## src/rtl/chirp_sweep_ctrl.sv

```systemverilog
// Burst scheduler for the DDS chirp datapath: emits the per-cycle FTW, phase-clear and
// enable controls for a start/abort-controlled burst of linear chirps with idle gaps.
module chirp_sweep_ctrl #(
    parameter int PHASE_BITS = 32,
    parameter int CNT_BITS   = 24,
    parameter int BURST_BITS = 8
) (
    input  logic                  clk,
    input  logic                  rst_n,
    input  logic                  start,
    input  logic                  abort,
    input  logic [PHASE_BITS-1:0] cfg_f0,
    input  logic [PHASE_BITS-1:0] cfg_step,
    input  logic [CNT_BITS-1:0]   cfg_len,
    input  logic [CNT_BITS-1:0]   cfg_gap,
    input  logic [BURST_BITS-1:0] cfg_count,
    output logic [PHASE_BITS-1:0] ftw,
    output logic                  dds_en,
    output logic                  phase_clr,
    output logic                  chirp_sync,
    output logic [BURST_BITS-1:0] chirp_idx,
    output logic                  busy,
    output logic                  done
);

    // state   | meaning
    // S_IDLE  | waiting for start, all outputs at reset values
    // S_SWEEP | chirp in progress, ftw ramps by step each cycle
    // S_GAP   | idle gap between chirps, dds_en low, ftw parked at f0
    // S_DONE  | one-cycle done pulse after the last chirp of a finite burst
    typedef enum logic [1:0] {S_IDLE, S_SWEEP, S_GAP, S_DONE} state_t;

    state_t                state;
    logic [PHASE_BITS-1:0] f0_q;
    logic [PHASE_BITS-1:0] step_q;
    logic [CNT_BITS-1:0]   len_m1_q;
    logic [CNT_BITS-1:0]   gap_q;
    logic [BURST_BITS-1:0] count_q;
    logic [CNT_BITS-1:0]   cnt;
    logic                  last_chirp;
    logic [CNT_BITS-1:0]   cfg_len_m1;

    // A zero length is stored as a one-cycle chirp (terminal count reached immediately).
    assign cfg_len_m1 = (cfg_len == '0) ? '0 : cfg_len - CNT_BITS'(1);
    assign last_chirp = (count_q != '0) && (chirp_idx == count_q - BURST_BITS'(1));

    always_ff @(posedge clk or negedge rst_n) begin
        if (!rst_n) begin
            state      <= S_IDLE;
            f0_q       <= '0;
            step_q     <= '0;
            len_m1_q   <= '0;
            gap_q      <= '0;
            count_q    <= '0;
            cnt        <= '0;
            ftw        <= '0;
            dds_en     <= 1'b0;
            phase_clr  <= 1'b0;
            chirp_sync <= 1'b0;
            chirp_idx  <= '0;
            busy       <= 1'b0;
            done       <= 1'b0;
        end else if (abort) begin
            state      <= S_IDLE;
            cnt        <= '0;
            ftw        <= '0;
            dds_en     <= 1'b0;
            phase_clr  <= 1'b0;
            chirp_sync <= 1'b0;
            chirp_idx  <= '0;
            busy       <= 1'b0;
            done       <= 1'b0;
        end else begin
            case (state)
                S_IDLE: begin
                    if (start) begin
                        f0_q       <= cfg_f0;
                        step_q     <= cfg_step;
                        len_m1_q   <= cfg_len_m1;
                        gap_q      <= cfg_gap;
                        count_q    <= cfg_count;
                        cnt        <= cfg_len_m1;
                        state      <= S_SWEEP;
                        ftw        <= cfg_f0;
                        dds_en     <= 1'b1;
                        phase_clr  <= 1'b1;
                        chirp_sync <= 1'b1;
                        chirp_idx  <= '0;
                        busy       <= 1'b1;
                    end
                end
                S_SWEEP: begin
                    phase_clr  <= 1'b0;
                    chirp_sync <= 1'b0;
                    if (cnt == '0) begin
                        if (last_chirp) begin
                            state  <= S_DONE;
                            done   <= 1'b1;
                            dds_en <= 1'b0;
                            ftw    <= '0;
                        end else if (gap_q != '0) begin
                            state  <= S_GAP;
                            dds_en <= 1'b0;
                            ftw    <= f0_q;
                            cnt    <= gap_q - CNT_BITS'(1);
                        end else begin
                            ftw        <= f0_q;
                            phase_clr  <= 1'b1;
                            chirp_sync <= 1'b1;
                            chirp_idx  <= chirp_idx + BURST_BITS'(1);
                            cnt        <= len_m1_q;
                        end
                    end else begin
                        cnt <= cnt - CNT_BITS'(1);
                        ftw <= ftw + step_q;
                    end
                end
                S_GAP: begin
                    if (cnt == '0) begin
                        state      <= S_SWEEP;
                        ftw        <= f0_q;
                        dds_en     <= 1'b1;
                        phase_clr  <= 1'b1;
                        chirp_sync <= 1'b1;
                        chirp_idx  <= chirp_idx + BURST_BITS'(1);
                        cnt        <= len_m1_q;
                    end else begin
                        cnt <= cnt - CNT_BITS'(1);
                    end
                end
                S_DONE: begin
                    state     <= S_IDLE;
                    done      <= 1'b0;
                    busy      <= 1'b0;
                    chirp_idx <= '0;
                end
                default: state <= S_IDLE;
            endcase
        end
    end

endmodule

```

## config.mk

```make
export PLATFORM = sky130hd
export DESIGN_NAME = chirp_sweep_ctrl
export DESIGN_NICKNAME = d
export VERILOG_FILES = /design/src/rtl/chirp_sweep_ctrl.sv
export SDC_FILE = /design/constraint.sdc
export NUM_CORES = 1
export LEC_CHECK = 0
export CAP_MARGIN = 20
export CORE_UTILIZATION = 45
export CTS_CLUSTER_SIZE = 14
export DETAILED_ROUTE_END_ITERATION = 7
export PLACE_DENSITY_LB_ADDON = 0.15
export SLEW_MARGIN = 5
export SYNTH_ARGS = -nofsm -noshare
export SYNTH_HDL_FRONTEND = slang
export SYNTH_SLANG_ARGS = --single-unit
```

## constraint.sdc

```tcl
create_clock -name clk -period 3.4 [get_ports clk]
set_clock_uncertainty 0.2 [all_clocks]
set_input_delay 0.51 -clock clk [delete_from_list [all_inputs] [get_ports clk]]
set_output_delay 0.51 -clock clk [all_outputs]
set_load 0.1 [all_outputs]
```

==> results.toml, run 1 <==
[cts]
cts_tree = "built"
cts.sinks = 190
cts_root_buffer = "clkbuf_16"
cts_hold_buf = 0
cts_htree_levels = 4
cts_buffers = 17
clkSlewWorstSetupHoldPaths_ps = 80
clk_latency_ps = 440
cts_buffer_depth = 2

[placement]
port_buffers = 168
gp_congestion = 0.901
post-dp-hpwl_mm = 25.3

[power]
switching_share = 0.475
vdd_drop_max_uv = 545
clockPowerShare = 0.150
pwr-share-comb = 0.567
p_int_mw = 7.84
p_leak_nw = 6.48
power-per-cell-area_nw_per_um2 = 981
p_sw_mw = 7.11
seq_power_share = 0.283

[detailed_routing]
avgRoutedWirePerCell_um = 19.0
drc = 0
vias_per_cell = 5.96
first_pass_iters = 6
routed_wl_mm = 35.4
antenna_left = 0
vias = 11100
drt_iter0_drc = 787

[grt]
grt-ovfl-total = 0
grt_pass1_wl_mm = 57.7
grt_usage = 0.259
grt_max_degree = 102
antenna_found_initial = 0
first_global_vias = 10700

[yosys]
synthesis.nets = 1504
synth-edff-count = 0
ys.flop_type = "dfrtp_1"
synth.largest_area_cell = "dfrtp_1"
synth_cell_types = 81
ys_seq_elements = 190
synth_area_leaders = "dfrtp_1, mux2_2, ha_1, a21oi_1, nor2_1"
synth_top_area_frac = 0.389
avgSynthCellArea_um2 = 9.16
ys_seq_area_frac = 0.389
async_reset_ff_frac = 1.00
syn_inst = 1336
yosysWarningCount = 0
netlist_area_um2 = 12200

[setup_path]
worst_setup_path_end_kind = "flip-flop"
path_class = "reg -> reg"
worstSetupStartpointType = "flip-flop"
required_ps = 3530
worstPathArrival_ps = 3410
cp_max_fo = 3

[sta]
fmax_mhz = 305
worst_pin_slew_ps = 894
drv_slew = 0
fin_crit_ps = 3280
tns_ps = 0
hold_viol = 27
period_share = 0.964
setup-violations-final = 0
hold_slack_ps = -79.1
rsz0062_at_grt = "no"
maxSlewHeadroom = 0.404

[floorplanning]
die_h_um = 167
rows = 59
start_util = 0.464
core_um2 = 26400
fp.dieW_um = 167
io_pins = 169
die_area_um2 = 27800

[status]
status = "finished with violations"
violations = "negative hold slack"

[layout]
drive_above_1_share = 0.181
fill_cells = 2357
syn_to_final_growth_pct = 24.6
final_nets = 1684

[min_path]
hp-class = "in -> async"

[job]
cap_violations = 0
-- flip-flops by register name (all words and copies together), names as in the netlist --
signal / cells
f0_q: 32
chirp_sync: 1
state: 2
cnt: 24
gap_q: 24
busy: 1
ftw: 32
len_m1_q: 24
step_q: 32
dds_en: 1
chirp_idx: 8
count_q: 8
done: 1
-- cells by family (layout without fill, tap and decap cells) --
group           after synthesis  in the layout  synth area share
compound gates              393            393             0.210
xor+xnor                     84             84            0.0601
fa+ha+maj                    44             44            0.0456
buf+inv                     100            293            0.0320
flops                       190            190             0.389
mux                         102            102            0.0934
other cells                   0              1                 0
simple gates                423            423             0.170
-- worst paths after layout --
path	slack, ps	start	depth (start not counted)	end
worst min register to register	300	len_m1_q[9]	2	len_m1_q[9]
worst min-delay path	-80	rst_n	1	count_q[3]
min in group clk	300	len_m1_q[9]	2	len_m1_q[9]
worst max register to register	120	ftw[0]	12	ftw[18]
worst max-delay path	120	ftw[0]	12	ftw[18]
max in group asynchronous	2220	rst_n	2	step_q[18]
-- stage by stage --
stage | utilization | area (µm²) | std cells | worst slack (ps) | power (mW)
floorplan | - | 12200 | 1336 | -57.5 | 10.2
global placement | 0.553 | 14600 | 1831 | -117 | 12.5
detailed placement | 0.553 | 14600 | 1831 | -94.9 | 12.6
CTS | 0.577 | 15200 | 1863 | 0.758 | 14.9
global route | 0.578 | 15200 | 1864 | 6.69 | 15.9
finish | 0.578 | 15200 | 1865 | 123 | 14.9
-- metal layers --
layer	up-vias	track usage	wire, µm
met5	-	0	0
met4	0	0.0805	734
met3	51	0.0359	2010
met2	393	0.416	16200
met1	5399	0.360	16500
li1	5276	-	-
-- cells in the mapped netlist, types with 4 or more instances --
library cell,instances
a221oi_1,18
nor2_1,117
or3_1,11
mux2_2,97
nor3_1,48
a31oi_1,16
mux2i_1,5
and2_1,8
a211o_1,4
clkbuf_1,62
a21o_1,15
o21a_1,14
a211oi_1,12
dfrtp_1,190
nand2_1,116
or4_1,7
o221ai_1,6
inv_1,21
buf_1,6
xor2_1,37
nor2b_1,11
o41ai_1,9
xnor2_1,47
and3_1,13
ha_1,43
o21ai_0,59
nor3b_1,4
nand3_1,23
nand4_1,7
buf_2,10
o211ai_1,15
o21ai_1,40
nand2b_1,15
nand3b_1,6
o22ai_1,4
a21oi_1,96
a22o_1,15
o31ai_1,29
nor4_1,16
-- placed cells by master, fill, tap and decap left out, types with 8 or more instances in the layout --
cell type        synthesis  layout
nand3_1                 23      23
o21a_1                  14      14
a31oi_1                 16      16
xor2_1                  37      37
o31ai_1                 29      29
or3_1                   11      11
and2_1                   8       8
o21ai_0                 59      59
nor4_1                  16      16
buf_4                    1     109
nor2b_1                 11      10
and3_1                  13      13
clkbuf_16                0      17
a211oi_1                12      12
a21oi_1                 96      96
nand2b_1                15      15
mux2_2                  97      97
a221oi_1                18      17
o211ai_1                15      15
clkdlybuf4s50_1          0     121
nor2_1                 117     117
nor3_1                  48      48
ha_1                    43      42
inv_1                   21      21
buf_12                   0       8
xnor2_1                 47      47
a21o_1                  15      15
dfrtp_1                190     183
o41ai_1                  9       9
o21ai_1                 40      39
a22o_1                  15      15
nand2_1                116     116
-- power by group through the flow --
stage	combinational [mW]	clock [mW]	sequential [mW]
6_report	8.48	2.24	4.23
5_1_grt	9.20	2.36	4.38
4_1_cts	8.42	2.28	4.22
3_5_place_dp	8.38	0	4.26
3_3_place_gp	8.26	0	4.23
2_1_floorplan	5.16	0	5.06
-- final cells by class --
class | count | area (µm²) | area share
tap | 335 | 419 | 0.0275
clock inverter | 15 | 225 | 0.0148
clock buffer | 17 | 425 | 0.0279
multi-input combinational | 1046 | 7120 | 0.467
sequential | 190 | 4760 | 0.313
inverter | 21 | 78.8 | 0.00517
timing repair buffer | 240 | 2210 | 0.145
antenna | 1 | 2.50 | 0.000164
-- what timing repair did --
action,in CTS,in global routing
setup endpoints to repair,0,10
hold endpoints to repair,0,0
resized for setup,0,4
buffers inserted,0,1
-- worst max-delay path: stages (launching register included) --
cell       delay (ps)
dfrtp_2           420
ha_1              230
inv_1              80
fa_1              210
nor2b_2            70
o2111ai_2         190
nand3b_1          160
o211a_1           190
a221oi_2          330
nor3b_1            90
or3_1             360
or4_1             410
a31o_1            230
No activity file was read; power rests on OpenSTA's default activity.
==> inputs of run 2 (changes only) <==
--- a/config.mk
+++ b/config.mk
@@ -5,8 +5,7 @@
 export SDC_FILE = /design/constraint.sdc
 export NUM_CORES = 1
 export LEC_CHECK = 0
-export CAP_MARGIN = 20
-export CORE_UTILIZATION = 45
+export CORE_UTILIZATION = 56
 export CTS_CLUSTER_SIZE = 14
 export DETAILED_ROUTE_END_ITERATION = 7
 export PLACE_DENSITY_LB_ADDON = 0.15
==> results.toml, run 2 (same netlist as run 1, synthesis figures left out) <==
[min_path]
min_from = "abort"
hp-class = "in -> reg"

[layout]
final_nets = 1679
regArea_um2 = 4760
drive_above_1_share = 0.177
multi_input_area_um2 = 7130
final_cell_count_no_fill = 1799
diodes = 0
top_regs = "f0_q: 32 flops, ftw: 32 flops, step_q: 32 flops"
syn_to_final_growth_pct = 23.1
mostFrequentLayoutCell = "dfrtp_1"
final_area_um2 = 15100
fill_cells = 1679
final_cell_mix = "dfrtp_1, clkdlybuf4s50_1, nor2_1"

[setup_path]
required_ps = 3520
r2r_start = "count_q[3]"
startpoint = "count_q[3]"
worstPathArrival_ps = 3410
worst_setup_path_end_kind = "flip-flop"
worstSetupStartpointType = "flip-flop"
path_class = "reg -> reg"
rrSetupSlack_ps = 110
cp_max_fo = 8

[cts]
cts_root_buffer = "clkbuf_16"
clkSlewWorstSetupHoldPaths_ps = 80
cts_tree = "built"
clk_latency_ps = 450
cts_htree_levels = 4
cts.sinks = 190
cts_buffer_depth = 2
cts_buffers = 17

[sta]
rsz0062_at_grt = "yes"
period_share = 0.966
worst_pin_slew_ps = 711
drv_slew = 0
setup-violations-final = 0
maxSlewHeadroom = 0.526
hold_viol = 0
setup_slack_ps = 114
tns_ps = 0
hold_slack_ps = 178
fmax_mhz = 304
fin_crit_ps = 3290

[placement]
dp_cells = 1764
dpl_cell_area_um2 = 14400
port_buffers = 168
gp_congestion = 0.969
pre_cts_ws_ps = -2.43
post-dp-hpwl_mm = 24.8

[grt]
grt_usage = 0.321
grt_max_degree = 90
first_global_vias = 11000
grt-ovfl-total = 0
grt_pass1_wl_mm = 56.4
antenna_found_initial = 0

[floorplanning]
core_um2 = 21200
die_area_um2 = 22400
start_util = 0.576
io_pins = 169
fp.dieW_um = 150
die_h_um = 150
rows = 53

[power]
vdd_drop_max_uv = 599
p_leak_nw = 6.42
power-per-cell-area_nw_per_um2 = 985

[job]
cap_violations = 0

[status]
status = "finished with violations"
violations = "design-rule violations"

[detailed_routing]
vias = 11300
first_pass_iters = 8
routed_wl_mm = 34.6
antenna_left = 0
drc = 5
drt_iter0_drc = 890
vias_per_cell = 6.27
avgRoutedWirePerCell_um = 19.2
==> run 2: where the power goes <==
| part | leakage (nW) | internal (mW) | switching, mW | total (mW) |
|---|---|---|---|---|
| clock network | 0.280 | 1.04 | 0.982 | 2.02 |
| registers | 2.34 | 3.28 | 0.998 | 4.27 |
| logic | 3.80 | 3.34 | 5.20 | 8.54 |
==> run 2: metrics by stage <==
step,util,total power [mW]
floorplan,-,10.2
global placement,0.680,12.3
detailed placement,0.680,12.6
CTS,0.707,14.7
global route,0.710,15.7
finish,0.710,14.8
==> run 2: metal layers <==
metal	vias to the layer above	global-route usage	routed length (µm)
met5	-	0	0
met4	0	0.123	993
met3	89	0.0604	2830
met2	478	0.502	15900
met1	5425	0.440	14900
li1	5293	-	-
==> run 2: final cells by class <==
cell class | instances | area share
multi-input cells | 1046 | 0.474
flip-flops and latches | 190 | 0.316
repair buffers | 235 | 0.143
clock buffers | 18 | 0.0285
well taps | 275 | 0.0228
clock inverters | 14 | 0.0101
inverters | 21 | 0.00523
==> run 2: path summary, 6_finish.rpt <==
| check | cells past startpoint | to |
|---|---|---|
| max | 9 | cnt[20] |
| min | 2 | done |
| max reg2reg | 9 | cnt[20] |
| min reg2reg | 2 | len_m1_q[16] |
| max in group asynchronous | 3 | ftw[4] |
| min in group asynchronous | 2 | count_q[3] |
==> run 2: repair_timing <==
item | in CTS | in global routing
hold buffers | 1 | 0
endpoints found under the setup margin | 0 | 20
endpoints found under the hold margin | 83 | 0
buffers inserted | 0 | 2
gates resized for setup | 0 | 6
==> run 2: critical path, cell delays in order, from the launching register on <==
cell and delay, ps:
dfrtp_1 440, nor3_1 370, and3_1 270, nor4b_1 340
a31oi_1 90, a2111o_1 470, o31a_1 460, and3_1 240
o21ai_1 160, o311ai_1 120
